### config.mk
export PLATFORM = sky130hd
export DESIGN_NAME = bram_sdp_stream_reader
export DESIGN_NICKNAME = d
export VERILOG_FILES = /design/src/rtl/bram_sdp_pkg.sv /design/src/rtl/bram_rd_skid.sv /design/src/rtl/bram_sdp_stream_reader.sv
export SDC_FILE = /design/constraint.sdc
export NUM_CORES = 1
export LEC_CHECK = 0
export CORE_MARGIN = 10
export CORE_UTILIZATION = 50
export DETAILED_ROUTE_END_ITERATION = 10
export HOLD_SLACK_MARGIN = 0.05
export PLACE_DENSITY = 0.8
export SLEW_MARGIN = 5
export SYNTH_ARGS = -nofsm -noshare
export SYNTH_HDL_FRONTEND = slang
export SYNTH_SLANG_ARGS = --single-unit
### constraint.sdc
create_clock -name clk -period 2.77 [get_ports clk]
set_clock_uncertainty 0.2 [all_clocks]
set_input_delay 0.277 -clock clk [delete_from_list [all_inputs] [get_ports clk]]
set_output_delay 0.277 -clock clk [all_outputs]
set_load 0.05 [all_outputs]
### src/rtl/bram_sdp_pkg.sv
// Shared types and constants for the BRAM_SDP burst read engine.
// FIFO entries are packed as {last, data}; entry_width() gives their width.
package bram_sdp_pkg;

    typedef enum logic [1:0] {
        IDLE  = 2'd0,
        READ  = 2'd1,
        DRAIN = 2'd2,
        DONE  = 2'd3
    } state_t;

    localparam int FIFO_DEPTH = 2;

    function automatic int entry_width(input int dwidth);
        return dwidth + 1;
    endfunction

endpackage

### src/rtl/bram_rd_skid.sv
// Two-entry FIFO holding returned read words; entry 0 is the registered head.
// A push into a full FIFO is accepted only when a pop frees a slot in the same cycle.
module bram_rd_skid
    import bram_sdp_pkg::*;
#(
    parameter int W = 37
) (
    input  logic         clk,
    input  logic         rst_n,
    input  logic         push_i,
    input  logic [W-1:0] push_data_i,
    input  logic         pop_i,
    output logic [1:0]   count_o,
    output logic [W-1:0] head_o
);

    localparam logic [1:0] FULL = 2'(FIFO_DEPTH);

    logic [W-1:0] e0_q, e0_d;
    logic [W-1:0] e1_q, e1_d;
    logic [1:0]   cnt_q, cnt_d;
    logic         do_pop;
    logic         do_push;

    assign do_pop  = pop_i && (cnt_q != 2'd0);
    assign do_push = push_i && ((cnt_q != FULL) || do_pop);

    always_comb begin
        e0_d  = e0_q;
        e1_d  = e1_q;
        cnt_d = cnt_q;
        case ({do_push, do_pop})
            2'b10: begin
                if (cnt_q == 2'd0) e0_d = push_data_i;
                else               e1_d = push_data_i;
                cnt_d = cnt_q + 2'd1;
            end
            2'b01: begin
                e0_d  = e1_q;
                cnt_d = cnt_q - 2'd1;
            end
            2'b11: begin
                // Count is unchanged; the new word lands behind whatever remains.
                if (cnt_q == 2'd1) begin
                    e0_d = push_data_i;
                end else begin
                    e0_d = e1_q;
                    e1_d = push_data_i;
                end
            end
            default: ;
        endcase
    end

    always_ff @(posedge clk or negedge rst_n) begin
        if (!rst_n) begin
            e0_q  <= '0;
            e1_q  <= '0;
            cnt_q <= 2'd0;
        end else begin
            e0_q  <= e0_d;
            e1_q  <= e1_d;
            cnt_q <= cnt_d;
        end
    end

    assign count_o = cnt_q;
    assign head_o  = e0_q;

endmodule

### src/rtl/bram_sdp_stream_reader.sv
// Burst read engine for a BRAM_SDP read port (rce/ra, one-cycle latency) feeding a
// valid/ready stream. Define BRAM_RDR_STRIDE_EN to add a per-command address stride.
//
// Handshakes: a transfer happens on any rising edge where valid and ready are both
// high; valid never waits on ready, and data/last hold while valid && !ready.
module bram_sdp_stream_reader
    import bram_sdp_pkg::*;
#(
    parameter int AWIDTH = 10,
    parameter int DWIDTH = 36
) (
    input  logic              clk,
    input  logic              rst_n,
    input  logic              cmd_valid,
    output logic              cmd_ready,
    input  logic [AWIDTH-1:0] cmd_addr,
    input  logic [AWIDTH:0]   cmd_len,
`ifdef BRAM_RDR_STRIDE_EN
    input  logic [AWIDTH-1:0] cmd_stride,
`endif
    output logic              rce,
    output logic [AWIDTH-1:0] ra,
    input  logic [DWIDTH-1:0] rq,
    output logic              out_valid,
    input  logic              out_ready,
    output logic [DWIDTH-1:0] out_data,
    output logic              out_last,
    output logic              busy,
    output logic              done,
    output logic [1:0]        dbg_state_o
);

    localparam int EW = entry_width(DWIDTH);

    state_t            state_q, state_d;
    logic [AWIDTH-1:0] addr_q, addr_d;
    logic [AWIDTH:0]   rem_q, rem_d;
    logic              inflight_q;
    logic              last_q;
    logic              cmd_ready_q;
    logic              busy_q;
    logic              done_q;

    logic [AWIDTH-1:0] stride;
    logic              accept;
    logic              pop;
    logic              issue;
    logic              drain_done;
    logic [1:0]        fifo_cnt;
    logic [2:0]        occ;
    logic [EW-1:0]     head;

    assign accept = (state_q == IDLE) && cmd_ready_q && cmd_valid;

`ifdef BRAM_RDR_STRIDE_EN
    logic [AWIDTH-1:0] stride_q;

    always_ff @(posedge clk or negedge rst_n) begin
        if (!rst_n)      stride_q <= '0;
        else if (accept) stride_q <= cmd_stride;
    end

    assign stride = stride_q;
`else
    assign stride = AWIDTH'(1);
`endif

    assign out_valid = (fifo_cnt != 2'd0);
    assign pop       = out_valid && out_ready;

    // Words already in the FIFO plus the one returning from the BRAM this cycle;
    // a pop this cycle frees a slot in time for the word being requested now.
    assign occ   = {1'b0, fifo_cnt} + {2'b00, inflight_q};
    assign issue = (state_q == READ) && (rem_q != '0) && (occ < (3'd2 + {2'b00, pop}));

    assign drain_done = !inflight_q && ((fifo_cnt == 2'd0) || ((fifo_cnt == 2'd1) && pop));

    always_comb begin
        state_d = state_q;
        addr_d  = addr_q;
        rem_d   = rem_q;
        case (state_q)
            IDLE: begin
                if (accept) begin
                    addr_d  = cmd_addr;
                    rem_d   = cmd_len;
                    state_d = (cmd_len == '0) ? DONE : READ;
                end
            end
            READ: begin
                if (issue) begin
                    addr_d = addr_q + stride;
                    rem_d  = rem_q - 1'b1;
                    if (rem_q == (AWIDTH+1)'(1)) state_d = DRAIN;
                end
            end
            DRAIN: begin
                if (drain_done) state_d = DONE;
            end
            DONE: begin
                state_d = IDLE;
            end
            default: state_d = IDLE;
        endcase
    end

    always_ff @(posedge clk or negedge rst_n) begin
        if (!rst_n) begin
            state_q     <= IDLE;
            addr_q      <= '0;
            rem_q       <= '0;
            inflight_q  <= 1'b0;
            last_q      <= 1'b0;
            cmd_ready_q <= 1'b0;
            busy_q      <= 1'b0;
            done_q      <= 1'b0;
        end else begin
            state_q     <= state_d;
            addr_q      <= addr_d;
            rem_q       <= rem_d;
            inflight_q  <= issue;
            last_q      <= issue && (rem_q == (AWIDTH+1)'(1));
            cmd_ready_q <= (state_d == IDLE);
            busy_q      <= (state_d != IDLE);
            done_q      <= (state_d == DONE);
        end
    end

    bram_rd_skid #(
        .W(EW)
    ) u_skid (
        .clk         (clk),
        .rst_n       (rst_n),
        .push_i      (inflight_q),
        .push_data_i ({last_q, rq}),
        .pop_i       (pop),
        .count_o     (fifo_cnt),
        .head_o      (head)
    );

    assign cmd_ready   = cmd_ready_q;
    assign rce         = issue;
    assign ra          = addr_q;
    assign out_data    = head[DWIDTH-1:0];
    assign out_last    = head[DWIDTH];
    assign busy        = busy_q;
    assign done        = done_q;
    assign dbg_state_o = state_q;

endmodule

# Word level (Yosys, flattened, before mapping)

Cells that the tools add are included.

Word-level logic and storage cells: 79
Input bits: 61
Output and inout bits: 54
Register bits after elaboration: 104

Add/sub/neg operators: 6
Reduce and logical (&&, ||, !) cells: 27
Eq/ne operators: 15
Order comparisons: 1
Muxes and demuxes: 19

Operators by type and width:

| cell                                                                    | count |
|---|---|
| 37-bit 2-to-1 mux                                                       | 4 |
| 37-bit case mux with 3 select lines                                     | 1 |
| 37-bit case mux with 2 select lines                                     | 1 |
| 11-bit 2-to-1 mux                                                       | 2 |
| 11-bit case mux with 2 select lines                                     | 1 |
| 10-bit 2-to-1 mux                                                       | 2 |
| 10-bit case mux with 2 select lines                                     | 1 |
| 2-bit inequality test (second input constant)                           | 6 |
| 11-bit by 1-bit equality test with 1-bit output (second input constant) | 1 |
| 11-bit zero test                                                        | 1 |
| 11-bit nonzero test                                                     | 1 |
| 11-bit by 1-bit subtractor with 11-bit output (second input constant)   | 1 |
| 10-bit by 1-bit adder with 10-bit output (second input constant)        | 1 |
| 2-bit equality test (second input constant)                             | 5 |
| 1-bit logical AND                                                       | 10 |
| 2-bit 2-to-1 mux                                                        | 5 |
| 2-bit nonzero test                                                      | 5 |
| 2-bit case mux with 4 select lines                                      | 1 |
| 2-bit by 1-bit equality test with 1-bit output (second input constant)  | 3 |
| 2-bit zero test                                                         | 3 |
| 3-bit AND reduction                                                     | 2 |
| 2-bit case mux with 2 select lines                                      | 1 |
| 2-bit by 1-bit adder with 3-bit output                                  | 1 |
| 2-bit by 1-bit adder with 3-bit output (first input constant)           | 1 |
| 7 further kinds                                                         | 8 |

# Longest topological paths before layout

Gate-level depths: netlist of the first run.

Depth in word-level cells: 8
Mapped depth: 9
Depth with buffers taken out: 7

# Modules after synthesis

Synthesis of the first run repeated with hierarchy kept, for this count alone.

Cells, all modules: 513
Area total of the unflattened synthesis: 5,146.2 um^2

By module, submodules not included:

| module                 | area each (um^2) | instances | cells an instance |
|---|---|---|---|
| bram_rd_skid           | 3,463.3          | 1         | 314 |
| bram_sdp_stream_reader | 1,682.9          | 1         | 199 |

# Worst setup path after synthesis of the first run

No wires, ideal clock.

Kind: reg-to-output
Start point: register u_skid.cnt_q[0] (netlist: u_skid.count_o[0])
End point: output rce
Buffers on the path: 0
Cell stages (with the launch flop): 6
Data arrival time: 2.099 ns
Slack: 0.194 ns
Cell sequence: dfrtp_1 -> inv_1 -> ha_1 -> or3b_1 -> a211o_1 -> nor2_1

Longest elaborated chain between the ends: 5

Ends and longest elaborated chain:

| what                                   | RTL line                     | source |
|---|---|---|
| start, declared                        | bram_rd_skid.sv:21           | `logic [1:0] cnt_q, cnt_d;` |
| start signal, assigned                 | bram_rd_skid.sv:63           | `cnt_q <= cnt_d;` |
| 2-bit nonzero test                     | bram_sdp_stream_reader.sv:68 | `assign out_valid = (fifo_cnt != 2'd0);` |
| 1-bit logical AND                      | bram_sdp_stream_reader.sv:69 | `assign pop = out_valid && out_ready;` |
| 2-bit by 1-bit adder with 3-bit output | bram_sdp_stream_reader.sv:74 | `assign issue = (state_q == READ) && (rem_q != '0) && (occ < (3'd2 + {2'b00, pop}));` |
| 3-bit < comparator (*)                 | bram_sdp_stream_reader.sv:74 |  |
| 1-bit logical AND (*)                  | bram_sdp_stream_reader.sv:74 |  |
| end, declared                          | bram_sdp_stream_reader.sv:21 | `output logic rce,` |

Every way passes the cells marked *; elsewhere a longest branch is shown, timed or not.

# Worst setup path after layout of the first run

Start point: register inflight_q
End point: output rce

Longest elaborated chain between the ends: 3

Ends and longest elaborated chain:

| what                                   | RTL line                      | source |
|---|---|---|
| start, declared                        | bram_sdp_stream_reader.sv:38  | `logic inflight_q;` |
| start signal, assigned                 | bram_sdp_stream_reader.sv:121 | `inflight_q <= issue;` |
| 2-bit by 1-bit adder with 3-bit output | bram_sdp_stream_reader.sv:73  | `assign occ = {1'b0, fifo_cnt} + {2'b00, inflight_q};` |
| 3-bit < comparator                     | bram_sdp_stream_reader.sv:74  |  |
| 1-bit logical AND                      | bram_sdp_stream_reader.sv:74  |  |

No other way between the ends.

==> results of run 1 <==
[registers in the layout, indices dropped and copies added, names as in the netlist]
name,flops
u_skid.e1_q,37
u_skid.head_o,37
rem_q,11
ra,10
dbg_state_o,2
u_skid.count_o,2
busy,1
cmd_ready,1
done,1
inflight_q,1
last_q,1
[final timing paths]
check	from	endpoint	slack, ns	cells past startpoint
max in group asynchronous	rst_n	u_skid.head_o[3]	1.38	3
worst max register to register	inflight_q	rem_q[2]	0.25	7
worst min register to register	u_skid.e1_q[7]	u_skid.e1_q[7]	0.31	1
worst max-delay path	inflight_q	rce	0.11	5
min in group asynchronous	rst_n	u_skid.head_o[32]	0.27	2
worst min-delay path	cmd_addr[0]	ra[0]	0.26	3
[kinds of logic (layout without fill, tap and decap cells)]
| logic type | Yosys count | in the layout |
|---|---|---|
| flops | 104 | 104 |
| fa+ha+maj | 9 | 9 |
| xor+xnor | 1 | 1 |
| simple gates | 122 | 122 |
| compound gates | 109 | 109 |
| buf+inv | 38 | 154 |
| mux | 75 | 75 |
[metal layers]
metal	up-vias	wire, um
met5	-	0
met4	0	74
met3	8	794
met2	129	5380
met1	1858	5718
li1	1852	-
[critical path, delay by kind of cell, from the launching register on]
kind / cells / cell delay [ns]
buf+inv: 1 / 0.15
flops: 1 / 0.49
fa+ha+maj: 1 / 0.32
simple gates: 2 / 0.54
compound gates: 1 / 0.34
[cell usage after synthesis (2+ instances only)]
cell type / count / area share
nor2_1: 51 / 0.039
a22oi_2: 2 / 0.0051
nor3_1: 4 / 0.0041
a22oi_1: 2 / 0.0031
nor3b_1: 2 / 0.0031
o22ai_1: 6 / 0.0077
mux2_2: 37 / 0.085
ha_1: 9 / 0.023
nor4_1: 3 / 0.0038
dfrtp_1: 104 / 0.53
mux2i_1: 38 / 0.078
o211ai_1: 3 / 0.0046
a21oi_1: 67 / 0.069
nand4_1: 3 / 0.0038
or4_4: 2 / 0.0046
a31o_2: 2 / 0.0036
or2_2: 2 / 0.0026
o21ai_1: 3 / 0.0031
nand2_1: 28 / 0.022
o21ai_0: 13 / 0.013
and3_1: 3 / 0.0038
buf_2: 6 / 0.0062
nand3_1: 15 / 0.015
inv_1: 12 / 0.0092
nand2b_1: 3 / 0.0038
clkbuf_1: 17 / 0.013
a21o_1: 3 / 0.0046
buf_6: 2 / 0.0046
[through the flow]
step,hold slack [ns],std cells
finish,0.2636,707
global placement,0.1287,688
detailed placement,0.1289,688
floorplan,-0.2186,458
CTS,0.2500,704
global route,0.2791,707
[area by class of cell]
class / instances / area, sq um
clock inverters: 6 / 52.55
clock buffers: 9 / 123.9
flip-flops and latches: 104 / 2603
inverters: 12 / 45.04
fillers: 786 / 3196
repair buffers: 127 / 1311
well taps: 133 / 166.4
multi-input cells: 316 / 2142
[power by group through the flow]
| stage | sequential, mW | clock, mW | combinational, mW |
|---|---|---|---|
| 2_1_floorplan | 3.96 | 0 | 2.49 |
| 3_3_place_gp | 2.79 | 0 | 5.16 |
| 3_5_place_dp | 2.84 | 0 | 5.31 |
| 4_1_cts | 2.81 | 0.890 | 5.33 |
| 5_1_grt | 2.92 | 0.945 | 5.75 |
| 6_report | 2.82 | 0.862 | 5.34 |
[timing repair]
action | CTS | global route
hold buffers | 1 | 0
pin swaps | 0 | 1
gates resized for setup | 1 | 1
endpoints found under the setup margin | 1 | 1
setup buffers | 0 | 3
endpoints found under the hold margin | 45 | 0
==> qor.txt, run 1 <==
Congestion Overflow GR - 0
P&R area growth vs syn - 31.98%
Via count of the first global-routing pass - 3875
Max incr delay on CP - 0.49 ns
Most common cell after layout, fill and taps aside - clkdlybuf4s50_1
Gr usage total - 0.1640
Die X-Extent - 118.8 um
Synthesized area - 0.004882 sq mm
Critical-path maximum fanout - 9
Clock transition at path regs - 0.10 ns
Final setup TNS - 0 ns
Io pins - 115
CP Capture Type - output port
Finish-stage setup viols - 0
Final hold violation count - 0
Drt first pass iters - 4
Synth unique cells - 44
Met1 GRT Util - 0.2267
Max Fclk - 375.7 MHz
Pwr Density - 1400 mW/mm^2
Multiplexer area fraction after synthesis - 0.1632
Simple-gate share of the synthesized area - 0.1164
Vias - 3847
Setup ws final - 0.1085 ns
Max VDD drop - 0.9379 mV
Routing usage on met3 - 0.04346
Cell Chain, Critical Path - ha_1 -> or3b_1 -> a211o_1 -> nor2_4 -> buf_12
DP HPWL - 8704 um
Flop pwr share - 0.312
Asr flop ratio synth - 1.000
Starting Density - 0.5065
#FFs+latches synth - 104
Htree depth - 3
Clock Latency Late Sink - 0.35 ns
Switching part of the total - 0.4726
Status - finished clean
Clock power share - 0.096
Number of synthesis warnings - 0
Root buffer cell - clkbuf_8
Final Cycle Share - 0.9608
Bufs on Longest Clock Path - 2
Post-route cell area - 0.006444 sq mm
Largest net degree at the start of global routing - 60
Layout cell share with drive strength beyond 1 - 0.1429
CTS Buf Count - 9
Die Area - 0.01412 sq mm
Initial antenna violation count - 0
Worst min-delay path category - input port to flip-flop
Predominant post-synthesis flop cell - dfrtp_1
Power Total - 9.018 mW
Slew @ Worst Pin - 0.6669 ns
Num rows - 36
Syn_nets - 528
Sequential fraction of the synthesis area - 0.5331
IO buf count - 114
GR peak layer - met2
Number of flops mapped to enable cells by yosys - 0
Finished Core Util - 0.6685
Cells after Synth - 458
Avg Inst Size Synth - 10.66 sq um
Fin. max-slew vios - 0
Psw - 4.262 mW
Nets - 640
Number of antenna diodes - 0
Core area - 0.009639 sq mm
Type of origin of the critical path - flip-flop
Post-synthesis compound-gate area fraction - 0.1287
Placement Setup Slack - 0.2061 ns
XOR/XNOR Fraction of Synth Area - 0.001794
Routability congestion estimate - 0.8915
Crit Path Category - flip-flop to output port
Gate power share - 0.592
WP data arrival - 2.18 ns
Vias/cell - 5.441
First-pass GRT wire length - 19450 um
Post-layout min period - 2.662 ns
Max-slew headroom - 0.5537
LEAKAGE - 2.907 nW
Dpl cell area - 0.006227 sq mm
Wirelength per Cell - 16.93 um
Remaining antenna violation count - 0
Commonest non-fill, non-tap cells in the layout - clkdlybuf4s50_1, dfrtp_1, a21oi_1
MaxCap Viol Count - 0
Global Route met2 Usage - 0.2503
Internal - 4.756 mW
CTS tree - yes
Drt total wl - 11970 um
Die height - 118.8 um
Crit path required time - 2.29 ns
Clk sinks - 104
Initial drt markers - 297
Largest family of logic cells by synthesized area - multiplexers
Adder-Cell Fraction of Synth Area - 0.02307
CP max-delay cell - dfrtp_1
DRC Markers - 0
(Power assumes the default switching activity.)
==> inputs of run 2 (changes only) <==
--- a/config.mk
+++ b/config.mk
@@ -5,7 +5,6 @@
 export SDC_FILE = /design/constraint.sdc
 export NUM_CORES = 1
 export LEC_CHECK = 0
-export CORE_MARGIN = 10
 export CORE_UTILIZATION = 50
 export DETAILED_ROUTE_END_ITERATION = 10
 export HOLD_SLACK_MARGIN = 0.05
==> qor.txt, run 2 (synthesized netlist as in run 1, its figures left out) <==
Worst min-delay path category - input port to async pin (was input port to flip-flop)
RSZ-0062 raised after global routing - false
Die Area - 0.01016 sq mm (was 0.01412 sq mm)
Remaining antenna violation count - 0 (unchanged)
Finished Core Util - 0.6942 (was 0.6685)
Slew @ Worst Pin - 0.7696 ns (was 0.6669 ns)
Most common cell after layout, fill and taps aside - clkdlybuf4s50_1 (unchanged)
Family with the most delay on the worst path - simple AND/OR/NAND/NOR gates (unchanged)
CTS tree - yes (unchanged)
CP max-delay cell - or3b_1 (was dfrtp_1)
CTS Buf Count - 9 (unchanged)
First-pass GRT wire length - 17660 um (was 19450 um)
Crit path required time - 2.29 ns (about the same)
Post-route cell area - 0.006475 sq mm (was 0.006444 sq mm)
Initial antenna violation count - 0 (unchanged)
IO buf count - 114 (unchanged)
Core area - 0.009328 sq mm (was 0.009639 sq mm)
Final setup TNS - 0 ns (unchanged)
CP Capture Type - output port (unchanged)
Final Cycle Share - 0.9705 (was 0.9608)
Max-slew headroom - 0.4850 (was 0.5537)
Pwr Density - 1412 mW/mm^2 (was 1400 mW/mm^2)
Max Fclk - 372.0 MHz (was 375.7 MHz)
Vias - 3842 (was 3847)
Initial drt markers - 125 (was 297)
Num rows - 35 (was 36)
Largest net degree at the start of global routing - 58 (was 60)
WP data arrival - 2.21 ns (was 2.18 ns)
Htree depth - 3 (unchanged)
Vias/cell - 5.457 (was 5.441)
Layout fillers - 710 (was 786)
Crit Path Category - flip-flop to output port (unchanged)
Nets - 640 (unchanged)
Dpl cell area - 0.006237 sq mm (was 0.006227 sq mm)
Post-layout min period - 2.688 ns (was 2.662 ns)
Finish-stage setup viols - 0 (unchanged)
Starting Density - 0.5234 (was 0.5065)
Max incr delay on CP - 0.42 ns (was 0.49 ns)
Die X-Extent - 100.8 um (was 118.8 um)
Number of antenna diodes - 0 (unchanged)
Bufs on Longest Clock Path - 2 (unchanged)
Die height - 100.8 um (was 118.8 um)
DP HPWL - 7574 um (was 8704 um)
Commonest non-fill, non-tap cells in the layout - clkdlybuf4s50_1, dfrtp_1, a21oi_1 (unchanged)
Clk sinks - 104 (unchanged)
Cell Chain, Critical Path - inv_1 -> ha_1 -> or3b_1 -> a211o_4 -> nor2_4 -> buf_12 (was ha_1 -> or3b_1 -> a211o_1 -> nor2_4 -> buf_12)
Fin. max-slew vios - 0 (unchanged)
Wirelength per Cell - 15.40 um (was 16.93 um)
MaxCap Viol Count - 0 (unchanged)
Placement Setup Slack - 0.1591 ns (was 0.2061 ns)
Setup ws final - 0.08161 ns (was 0.1085 ns)
Root buffer cell - clkbuf_8 (unchanged)
P&R area growth vs syn - 32.62% (was 31.98%)
Status - finished clean (unchanged)
LEAKAGE - 2.922 nW (was 2.907 nW)
Type of origin of the critical path - flip-flop (unchanged)
Routability congestion estimate - 0.8452 (was 0.8915)
Final hold violation count - 0 (unchanged)
Clock Latency Late Sink - 0.37 ns (was 0.35 ns)
Via count of the first global-routing pass - 3735 (was 3875)
Gr usage total - 0.2235 (was 0.1640)
Max VDD drop - 1.168 mV (was 0.9379 mV)
Io pins - 115 (unchanged)
Clock transition at path regs - 0.11 ns (was 0.10 ns)
Crit path buf inv count - 2 (was 1)
Layout cell share with drive strength beyond 1 - 0.1461 (was 0.1429)
Congestion Overflow GR - 0 (unchanged)
Drt total wl - 10840 um (was 11970 um)
DRC Markers - 0 (unchanged)
Drt first pass iters - 4 (unchanged)
Critical-path maximum fanout - 4 (was 9)
==> run 2: power by group <==
group          total [mW]  internal, mW  switching [mW]
Sequential           2.80          2.28           0.516
Combinational        5.36          2.18            3.19
Clock               0.981         0.433           0.548
Total                9.14          4.89            4.25
==> run 2: what timing repair did <==
action	CTS	global route
buffers inserted	0	1
endpoints found under the setup margin	1	1
endpoints found under the hold margin	47	0
hold buffers	1	0
gates resized for setup	2	2
pin swaps	0	2
==> run 2: worst paths after layout <==
check / from / endpoint / slack, ns / depth (start not counted)
max reg2reg: u_skid.count_o[0] / ra[2] / 0.23 / 8
min reg2reg: u_skid.e1_q[26] / u_skid.e1_q[26] / 0.31 / 1
max in group asynchronous: rst_n / u_skid.e1_q[18] / 1.39 / 3
max: u_skid.count_o[0] / rce / 0.08 / 6
min in group clk: cmd_addr[0] / ra[0] / 0.27 / 3
min: rst_n / u_skid.head_o[30] / 0.25 / 2
==> run 2: metal layers <==
layer / global-route usage / vias up / part of all wire
met2: 0.3704 / 125 / 0.49
li1: - / 1849 / -
met1: 0.3003 / 1862 / 0.44
met3: 0.04646 / 6 / 0.060
met5: 0 / - / 0
met4: 0.05909 / 0 / 0.0066
==> run 2: cell type report <==
class	instances	area, sq um	share of cell area
Clock inverter	6	75.07	0.01159
Clock buffer	10	127.6	0.01971
Inverter	12	45.04	0.006957
Timing Repair Buffer	127	1311	0.2025
Multi-Input combinational cell	316	2151	0.3322
Sequential cell	104	2604	0.4021
Tap cell	129	161.4	0.02493
==> run 2: stage by stage <==
stage                     hold WS, ns  power [mW]  std cells
after floorplan               -0.2186       6.454        458
after global placement         0.1304       7.923        686
after detailed placement       0.1371       8.127        686
after CTS                      0.2539       9.139        703
after global routing           0.2638       9.718        704
final                          0.2480       9.140        704
